`src/rtl/game_pkg.sv`:
```
// Shared types and constants for the game/score datapath.
//   game_state_t : IDLE / RUN / HOLD / OVER encoding consumed by the draw_* blocks
//   SCORE_W      : binary score width
//   BCD_W        : four-digit BCD score width
//   bcd_inc      : +1 on a four-digit packed BCD value (wraps 9999 -> 0000; callers saturate)
package game_pkg;

    localparam int unsigned SCORE_W = 14;
    localparam int unsigned BCD_W   = 16;

    typedef enum logic [1:0] {
        IDLE = 2'd0,
        RUN  = 2'd1,
        HOLD = 2'd2,
        OVER = 2'd3
    } game_state_t;

    function automatic logic [BCD_W-1:0] bcd_inc(input logic [BCD_W-1:0] v);
        logic [BCD_W-1:0] r;
        logic             carry;
        r     = v;
        carry = 1'b1;
        for (int i = 0; i < 4; i++) begin
            if (carry) begin
                if (r[i*4 +: 4] == 4'd9) begin
                    r[i*4 +: 4] = 4'd0;
                end else begin
                    r[i*4 +: 4] = r[i*4 +: 4] + 4'd1;
                    carry       = 1'b0;
                end
            end
        end
        return r;
    endfunction

endpackage

```
`src/rtl/bcd_counter4.sv`:
```
// Four-digit BCD score counter with a binary copy kept in lockstep.
//   clk      : system clock
//   reset    : asynchronous active-low reset
//   clear    : synchronous clear to zero (wins over inc)
//   inc      : increment by one, saturating at MAX_SCORE
//   bin      : registered binary score
//   bin_next : value bin takes at the next edge (for same-cycle high-score capture)
//   bcd      : registered BCD score, [15:12] = thousands
module bcd_counter4
    import game_pkg::*;
#(
    parameter int unsigned MAX_SCORE = 9999
) (
    input  logic               clk,
    input  logic               reset,
    input  logic               clear,
    input  logic               inc,
    output logic [SCORE_W-1:0] bin,
    output logic [SCORE_W-1:0] bin_next,
    output logic [BCD_W-1:0]   bcd
);

    logic [SCORE_W-1:0] bin_q, bin_d;
    logic [BCD_W-1:0]   bcd_q, bcd_d;
    logic               sat;

    // Saturation is decided on the binary value so both encodings stop together.
    assign sat = (bin_q == SCORE_W'(MAX_SCORE));

    always_comb begin
        bin_d = bin_q;
        bcd_d = bcd_q;
        if (clear) begin
            bin_d = '0;
            bcd_d = '0;
        end else if (inc && !sat) begin
            bin_d = bin_q + SCORE_W'(1);
            bcd_d = bcd_inc(bcd_q);
        end
    end

    always_ff @(posedge clk or negedge reset) begin
        if (!reset) begin
            bin_q <= '0;
            bcd_q <= '0;
        end else begin
            bin_q <= bin_d;
            bcd_q <= bcd_d;
        end
    end

    assign bin      = bin_q;
    assign bin_next = bin_d;
    assign bcd      = bcd_q;

endmodule

```
`src/rtl/game_score_ctrl.sv`:
```
// Game-state and scoring stage: collide latch, single-pulse hit with hold-off, lives,
// binary + BCD score, session high score, IDLE/RUN/HOLD/OVER FSM.
//   clk        : system clock
//   reset      : asynchronous active-low reset
//   frame_tick : one-clk pulse per game frame
//   collide    : goose/bean overlap level
//   miss       : one-clk pulse, bean hit the floor
//   start      : start/restart level (synchronised)
//   hit        : one-clk pulse on the frame_tick that registers a catch
//   score      : binary score
//   score_bcd  : BCD score
//   hi_score   : best finished-game score since reset
//   lives      : remaining lives
//   running    : in RUN or HOLD
//   game_over  : in OVER
module game_score_ctrl
    import game_pkg::*;
#(
    parameter int unsigned MAX_SCORE     = 9999,
    parameter int unsigned LIVES         = 3,
    parameter int unsigned HOLDOFF_TICKS = 8
) (
    input  logic               clk,
    input  logic               reset,
    input  logic               frame_tick,
    input  logic               collide,
    input  logic               miss,
    input  logic               start,
    output logic               hit,
    output logic [SCORE_W-1:0] score,
    output logic [BCD_W-1:0]   score_bcd,
    output logic [SCORE_W-1:0] hi_score,
    output logic [1:0]         lives,
    output logic               running,
    output logic               game_over
);

    localparam int unsigned    HO_W    = $clog2(HOLDOFF_TICKS + 1);
    localparam logic [HO_W-1:0] HO_LOAD = HO_W'(HOLDOFF_TICKS - 1);

    game_state_t        state_q, state_d;
    logic               start_q;
    logic               latch_q, latch_d;
    logic               pend_q, pend_d;
    logic [HO_W-1:0]    holdoff_q, holdoff_d;
    logic [1:0]         lives_q, lives_d;
    logic [SCORE_W-1:0] hi_q, hi_d;
    logic               start_edge;
    logic               ctr_clear, ctr_inc, go_over;
    logic [SCORE_W-1:0] score_next;

    assign start_edge = start & ~start_q;

    bcd_counter4 #(
        .MAX_SCORE(MAX_SCORE)
    ) u_bcd (
        .clk     (clk),
        .reset   (reset),
        .clear   (ctr_clear),
        .inc     (ctr_inc),
        .bin     (score),
        .bin_next(score_next),
        .bcd     (score_bcd)
    );

    always_comb begin
        state_d   = state_q;
        holdoff_d = holdoff_q;
        lives_d   = lives_q;
        hit       = 1'b0;
        ctr_clear = 1'b0;
        ctr_inc   = 1'b0;
        go_over   = 1'b0;

        // Latch only arms in RUN, so it stays clear through HOLD.
        if (frame_tick) begin
            latch_d = 1'b0;
        end else if (state_q == RUN && collide) begin
            latch_d = 1'b1;
        end else begin
            latch_d = latch_q;
        end

        // A miss arriving on the tick itself is kept for the following tick.
        if (state_q == RUN || state_q == HOLD) begin
            pend_d = miss | (pend_q & ~frame_tick);
        end else begin
            pend_d = 1'b0;
        end

        unique case (state_q)
            IDLE, OVER: begin
                if (start_edge) begin
                    state_d   = RUN;
                    ctr_clear = 1'b1;
                    lives_d   = 2'(LIVES);
                    holdoff_d = '0;
                    latch_d   = 1'b0;
                end
            end
            RUN, HOLD: begin
                if (frame_tick) begin
                    if (state_q == RUN && latch_q) begin
                        hit       = 1'b1;
                        ctr_inc   = 1'b1;
                        holdoff_d = HO_LOAD;
                        state_d   = HOLD;
                    end else if (state_q == HOLD) begin
                        if (holdoff_q == '0) begin
                            state_d = RUN;
                        end else begin
                            holdoff_d = holdoff_q - HO_W'(1);
                        end
                    end
                    if (pend_q && lives_q != 2'd0) begin
                        lives_d = lives_q - 2'd1;
                        if (lives_q == 2'd1) begin
                            go_over = 1'b1;
                            state_d = OVER;
                        end
                    end
                end
            end
        endcase
    end

    // Separate block: score_next depends on ctr_inc from the FSM block above.
    always_comb begin
        hi_d = hi_q;
        if (go_over && score_next > hi_q) begin
            hi_d = score_next;
        end
    end

    always_ff @(posedge clk or negedge reset) begin
        if (!reset) begin
            state_q   <= IDLE;
            start_q   <= 1'b0;
            latch_q   <= 1'b0;
            pend_q    <= 1'b0;
            holdoff_q <= '0;
            lives_q   <= '0;
            hi_q      <= '0;
        end else begin
            state_q   <= state_d;
            start_q   <= start;
            latch_q   <= latch_d;
            pend_q    <= pend_d;
            holdoff_q <= holdoff_d;
            lives_q   <= lives_d;
            hi_q      <= hi_d;
        end
    end

    assign hi_score  = hi_q;
    assign lives     = lives_q;
    assign running   = (state_q == RUN) || (state_q == HOLD);
    assign game_over = (state_q == OVER);

endmodule

```
`config.mk`:
```
export PLATFORM = sky130hd
export DESIGN_NAME = game_score_ctrl
export DESIGN_NICKNAME = d
export VERILOG_FILES = /design/src/rtl/game_pkg.sv /design/src/rtl/bcd_counter4.sv /design/src/rtl/game_score_ctrl.sv
export SDC_FILE = /design/constraint.sdc
export NUM_CORES = 1
export LEC_CHECK = 0
export BUFFER_PORTS_ARGS = -buffer_cell sky130_fd_sc_hd__buf_4
export CELL_PAD_IN_SITES_DETAIL_PLACEMENT = 2
export CELL_PAD_IN_SITES_GLOBAL_PLACEMENT = 2
export CORE_MARGIN = 2
export CORE_UTILIZATION = 38
export DETAILED_ROUTE_END_ITERATION = 7
export GPL_TIMING_DRIVEN = 0
export PLACE_DENSITY = 0.95
export SLEW_MARGIN = 20
export SYNTH_ARGS = -nofsm -noshare
export SYNTH_HDL_FRONTEND = slang
export SYNTH_SLANG_ARGS = --single-unit
```
`constraint.sdc`:
```
create_clock -name clk -period 9.7 [get_ports clk]
set_input_delay 0.485 -clock clk [delete_from_list [all_inputs] [get_ports clk]]
set_output_delay 0.485 -clock clk [all_outputs]
set_load 0.1 [all_outputs]
```
# Word-level counts from Yosys, hierarchy flattened
# Cells that the tools add are included.
totals:
  memories: 0
  out_inout_bits: 49
  romBits: 0
  latch_bits: 0
  mem_bits_rw: 0
  reg_bits: 55
  inputBits: 6
op_classes:
  addsub: 7
  mux: 54
  reduce_logical: 22
  bitwise: 5
  div_mod_pow: 0
  n_lt_le_gt_ge: 1
  n_mul: 0
  shifts: 0
  eq_ne: 14
ops:
  columns: ["op", "n"]
  rows:
  - ["4-bit two-way mux", 12]
  - ["16-bit two-way mux", 2]
  - ["14-bit two-way mux", 2]
  - ["1-bit two-way mux", 25]
  - ["2-bit two-way mux", 10]
  - ["4-bit by 1-bit adder with 4-bit output (second input constant)", 4]
  - ["4-bit equality test (second input constant)", 4]
  - ["14-bit by 1-bit adder with 14-bit output (second input constant)", 1]
  - ["14-bit equality test (second input constant)", 1]
  - ["14-bit > comparator", 1]
  - ["2-bit nonzero test", 5]
  - ["2-bit case mux with 2 select lines", 2]
  - ["4-bit case mux with 2 select lines", 1]
  - ["2-bit AND reduction", 4]
  - ["2-bit inequality test (second input constant)", 3]
  - ["3-bit inequality test (second input constant)", 2]
  - ["1-bit logical AND", 5]
  - ["2-bit by 1-bit equality test with 1-bit output (second input constant)", 2]
  - ["2-bit equality test (second input constant)", 2]
  - ["4-bit zero test", 1]
  - ["4-bit AND reduction", 1]
  - ["2-bit OR reduction", 2]
  - ["4-bit by 1-bit subtractor with 4-bit output (second input constant)", 1]
  - ["3-bit AND reduction", 1]
  - ["7 further kinds", 9]

# Depth between registers and ports, before layout
logic_depth:
  depth_word: 17
  ltp_mapped: 16

# Modules after synthesis
# Synthesis repeated with hierarchy kept, for this count alone.
unflattened:
  hier_cells: 339
  area_unflattened_um2: 3230.6
modules_own_cells:
  columns: ["module", "instances", "cells_per_inst", "area_per_inst_um2", "seq_area_each_um2"]
  rows:
  - ["bcd_counter4", 1, 185, 1699.1, 750.7]
  - ["game_score_ctrl", 1, 154, 1531.5, 625.6]

# Worst setup path before layout
# No wires, ideal clock.
synth_timing:
  kind: "register to register"
  startpoint: "register state_q[0]"
  endpoint: "register hi_q[12], in the netlist hi_score[12]"
  setup_time_ps: 126
  synth_period_minus_slack_ps: 4047
  required_ps: 9574
  path_slack_ps: 5653
  path_stages_with_launch: 16
  t_arrival_ps: 3921
  path_buffers: 2
  path_cell_list: "dfrtp_1 -> inv_1 -> ha_1 -> inv_2 -> nand3_4 -> clkinv_2 -> buf_2 -> a21boi_0 -> o21a_1 -> ha_1 -> nor2b_1 -> o211ai_1 -> a2111oi_0 -> o31ai_2 -> buf_4 -> mux2_2"
synth_between:
  elab_chain_cells: 10
  elab_cells_between_ends: 17
  classes_between: "order compare (1); eq/ne (3); mux (7); reduce/logical (6)"
synth_rtl:
  columns: ["item", "line_no", "rtl"]
  rows:
  - ["start: declaration", "game_score_ctrl.sv:41", "game_state_t state_q, state_d;"]
  - ["start signal: assignment", "game_score_ctrl.sv:145", "state_q <= state_d;"]
  - ["2-bit by 1-bit equality test with 1-bit output", null, null]
  - ["1-bit logical AND", "game_score_ctrl.sv:103", "if (state_q == RUN && latch_q) begin"]
  - ["1-bit two-way mux (2 in a row)", null, null]
  - ["1-bit two-way mux (*)", null, null]
  - ["named net hit", "game_score_ctrl.sv:29", "output logic hit,"]
  - ["1-bit logical AND (*)", "bcd_counter4.sv:36", "end else if (inc && !sat) begin"]
  - ["14-bit two-way mux (*)", "bcd_counter4.sv:36", null]
  - ["14-bit two-way mux (*)", "bcd_counter4.sv:33", "if (clear) begin"]
  - ["named net score_next[1]", "game_score_ctrl.sv:50", "logic [SCORE_W-1:0] score_next;"]
  - ["14-bit > comparator (*)", "game_score_ctrl.sv:130", "if (go_over && score_next > hi_q) begin"]
  - ["1-bit logical AND (*)", "game_score_ctrl.sv:130", null]
  - ["end signal: assignment", "game_score_ctrl.sv:151", "hi_q <= hi_d;"]
  - ["end: declaration", "game_score_ctrl.sv:47", "logic [SCORE_W-1:0] hi_q, hi_d;"]
# Mark *: on every way through the listed nets, which the timed path passes. The rest lies on a longest branch.
# A chain may end at the register's enable or synchronous reset.

# Worst setup path after layout
layout_timing:
  startpoint: "register state_q[0]"
  endpoint: "register hi_q[4], in the netlist hi_score[4]"
layout_between:
  elab_chain_cells: 10
  elab_cells_between_ends: 17
  classes_between: "order compare (1); eq/ne (3); mux (7); reduce/logical (6)"
layout_rtl:
  columns: ["item", "line_no", "rtl"]
  rows:
  - ["2-bit by 1-bit equality test with 1-bit output", "game_score_ctrl.sv:91, game_score_ctrl.sv:103", null]
  - ["1-bit logical AND", "game_score_ctrl.sv:103", null]
  - ["1-bit two-way mux", "game_score_ctrl.sv:103", null]
  - ["1-bit two-way mux", "game_score_ctrl.sv:102", "if (frame_tick) begin"]
  - ["1-bit two-way mux", "game_score_ctrl.sv:91", "unique case (state_q)"]
  - ["1-bit logical AND", "bcd_counter4.sv:36", null]
  - ["14-bit two-way mux", "bcd_counter4.sv:36", null]
  - ["14-bit two-way mux (*)", "bcd_counter4.sv:33", null]
  - ["named net score_next[9]", "game_score_ctrl.sv:50", null]
  - ["14-bit > comparator (*)", "game_score_ctrl.sv:130", null]
  - ["1-bit logical AND (*)", "game_score_ctrl.sv:130", null]
# Marks and branches as above.

==> results.md <==
- RR Startpoint: state_q[0]
- Most used DFF post-synth: dfrtp_1
- Max-Cap Viols: 0
- Cell Pwr Density: 239 mW/mm^2
- Leak Pwr: 0.00187 uW
- Worst relative slew slack: 0.444
- Worst slew pin tran: 832 ps
- Clock Path Buffers: 2
- Share of cells above drive strength 1: 0.230
- Setup TNS: 0 ps
- Hold Buf Count CTS: 0
- Synthesized area per cell: 9.67 um^2
- Routed Antenna Nets: 0
- Clock slew at reported path FFs: 110 ps
- Die Height: 96.0 um
- # diodes: 0
- Final period utilization: 0.454
- RSZ-0062 raised after global routing: false
- Max Clock Skew: 6.52 ps
- Vias: 2890
- I/O pin count: 55
- CP endpoint kind: flop
- Post-DP HPWL: 8030 um
- Run status: finished clean
- All-Layer GR Usage: 0.249
- First-pass GRT wire length: 17400 um
- Total gr overflow: 0
- Post_cts resized: 0
- Worst skew pair latency: 320 ps
- Initial drt markers: 70
- PortBufs: 54
- Initial Utilization: 0.392
- Syn Nets: 368
- Area Growth Syn to Fin: 19.9%
- Avg WL per Cell: 21.5 um
- Count of final hold-check violations: 0
- FF-to-FF path depth: 16
- Number of global-route vias before repair: 3206
- Drt pass-1 iters: 4
- Yosys reg bits: 55
- HP Class: in -> async
- Post-Synthesis Cell Area: 0.00322 mm^2
- Antenna violations before repair: 0
- Nets: 429
- Final WL: 10700 um
- Synthesized instance count: 333
- R2R Path End: hi_score[4]
- Worst R2R Setup Slack: 5300 ps
- Crit path from: state_q[0]
- Final setup fails: 0
- Setup Fix Bufs, Post-CTS: 0
- # DRC: 0
- Fmax: 227 MHz
- FFs w/ async S/R, synth: 1.00
- Largest net degree at the start of global routing: 56
- Max IR drop VDD: 109 uV
- Worst Setup Start Kind: flop
- Sequential element share of the synthesized area: 0.428
- TritonCTS clock tree: done
- Worst setup path category: reg -> reg
- Gpl congestion: 0.759
- Crit path required time: 9910 ps
- Final-report max-slew violation count: 0
- CP arrival: 4610 ps
- H-tree levels: 2
- Synth warnings: 0
- Worst-path fanout max: 10
- Number of synthesized flops with an enable pin: 0
- Core ar.: 0.00822 mm^2
- Die width: 96.0 um
- # rows: 33
- Die area: 0.00922 mm^2
- Clock Tree Root: clkbuf_8
- Total CTS buffers: 5
- Final min period: 4400 ps
- Final core occ: 0.470
- Synth cell types: 53
- # clock sinks: 55
- Via density: 5.78
[cells by family (layout without fill, tap and decap cells)]
logic type | Yosys count | in the layout | share of synthesized area
AOI/OAI and AO/OA | 63 | 63 | 0.126
xor gates and xnor gates | 4 | 4 | 0.0109
adders and majority gates | 29 | 29 | 0.113
buffers and inverters | 35 | 97 | 0.0439
DFF | 55 | 55 | 0.428
muxes | 23 | 23 | 0.0777
and+or+nand+nor | 124 | 124 | 0.201
[layout by cell type (no fill, tap or decap), drive strengths merged, types with 2 or more instances in the layout]
cell type and count:
buf 59, dfrtp 55, nand2 37, ha 29
inv 27, a21oi 24, nor2 19, nand3 18
mux2 16, o21ai 13, nand4 9, nor3 9
clkbuf 9, or3 8, mux2i 7, a31oi 5
xor2 4, nand3b 4, o31ai 4, nor2b 3
o211ai 3, and2 3, nor4 3, and3 2
or4 2, a21boi 2, and4 2, nand2b 2
o221a 2
[worst max-delay path, stage by stage, from the launching register on]
cell      delay (ps)
dfrtp_1          420
inv_1             60
ha_1             400
inv_2            180
nand3_4          120
clkinv_2         140
nand4_1          150
buf_2            210
or3_1            370
a21oi_2          230
ha_1             300
nand4_1          200
o221a_2          270
nor2_1            60
o31ai_2          500
buf_4            300
mux2_2           350
[through the flow]
step,std cells,hold WS [ps],worst slack [ps],total power [uW],instance area (um^2)
2_1_floorplan,333,189,5650,651,3220
3_3_place_gp,492,488,5490,744,3760
3_5_place_dp,492,530,5320,777,3760
4_1_cts,500,254,5290,928,3860
5_1_grt,500,274,5060,973,3860
6_report,500,208,5300,922,3860
[layer usage]
layer | share of wire | up-vias | track usage | routed length (um)
met1 | 0.40 | 1494 | 0.286 | 4290
met5 | 0 | - | 0 | 0
met2 | 0.55 | 65 | 0.477 | 5940
met3 | 0.029 | 17 | 0.0321 | 309
met4 | 0.018 | 0 | 0.0702 | 195
li1 | - | 1314 | - | -
[cell type report]
class,instances,area [um^2]
fillers,912,4360
flip-flops and latches,55,1380
inverters,28,106
multi-input cells,243,1700
clock buffers,7,96.3
plain buffers,7,35.0
repair buffers,54,405
clock inverters,1,7.51
well taps,105,131
[registers in the layout, summed over array words and instances (netlist names)]
signal and cells:
u_bcd.bcd 16, hi_score 14, u_bcd.bin 14, holdoff_q 4, lives 2, state_q 2
latch_q 1, pend_q 1, start_q 1
[Yosys cell counts (2+ instances only)]
cell | number | share of area
mux2i_1 | 7 | 0.022
mux2_1 | 5 | 0.017
nand3b_1 | 4 | 0.0093
inv_1 | 26 | 0.030
nor2_1 | 19 | 0.022
ha_1 | 29 | 0.11
nand4_1 | 9 | 0.017
nor4_1 | 2 | 0.0039
nand2b_1 | 2 | 0.0039
o31ai_1 | 3 | 0.0070
or4_1 | 2 | 0.0047
a21oi_1 | 22 | 0.034
nor2b_1 | 3 | 0.0058
clkbuf_1 | 2 | 0.0023
nand3_1 | 17 | 0.026
a31oi_1 | 5 | 0.0097
o221a_2 | 2 | 0.0070
and3_1 | 2 | 0.0039
mux2_2 | 11 | 0.038
o21ai_0 | 12 | 0.019
xor2_1 | 4 | 0.011
a21oi_2 | 2 | 0.0054
o211ai_1 | 3 | 0.0070
and2_1 | 2 | 0.0039
nand2_1 | 37 | 0.043
nor3_1 | 8 | 0.012
a21boi_0 | 2 | 0.0047
dfrtp_1 | 55 | 0.43
or3_1 | 8 | 0.016
and4_1 | 2 | 0.0054
buf_2 | 4 | 0.0062
[worst max path at each step]
stage | endpoint | slack, ps | depth (start not counted)
6_report | hi_score[4] | 5300 | 16
5_1_grt | hi_score[7] | 5060 | 16
4_1_cts | hi_score[4] | 5290 | 16
3_5_place_dp | hi_score[12] | 5320 | 16
3_3_place_gp | hi_score[6] | 5490 | 16
2_1_floorplan | hi_score[12] | 5650 | 15
[report_power, final]
group / internal (uW) / switching [uW]
Clock: 65.3 / 81.4
Sequential: 264 / 43.6
Combinational: 118 / 350
(Power assumes the default switching activity.)
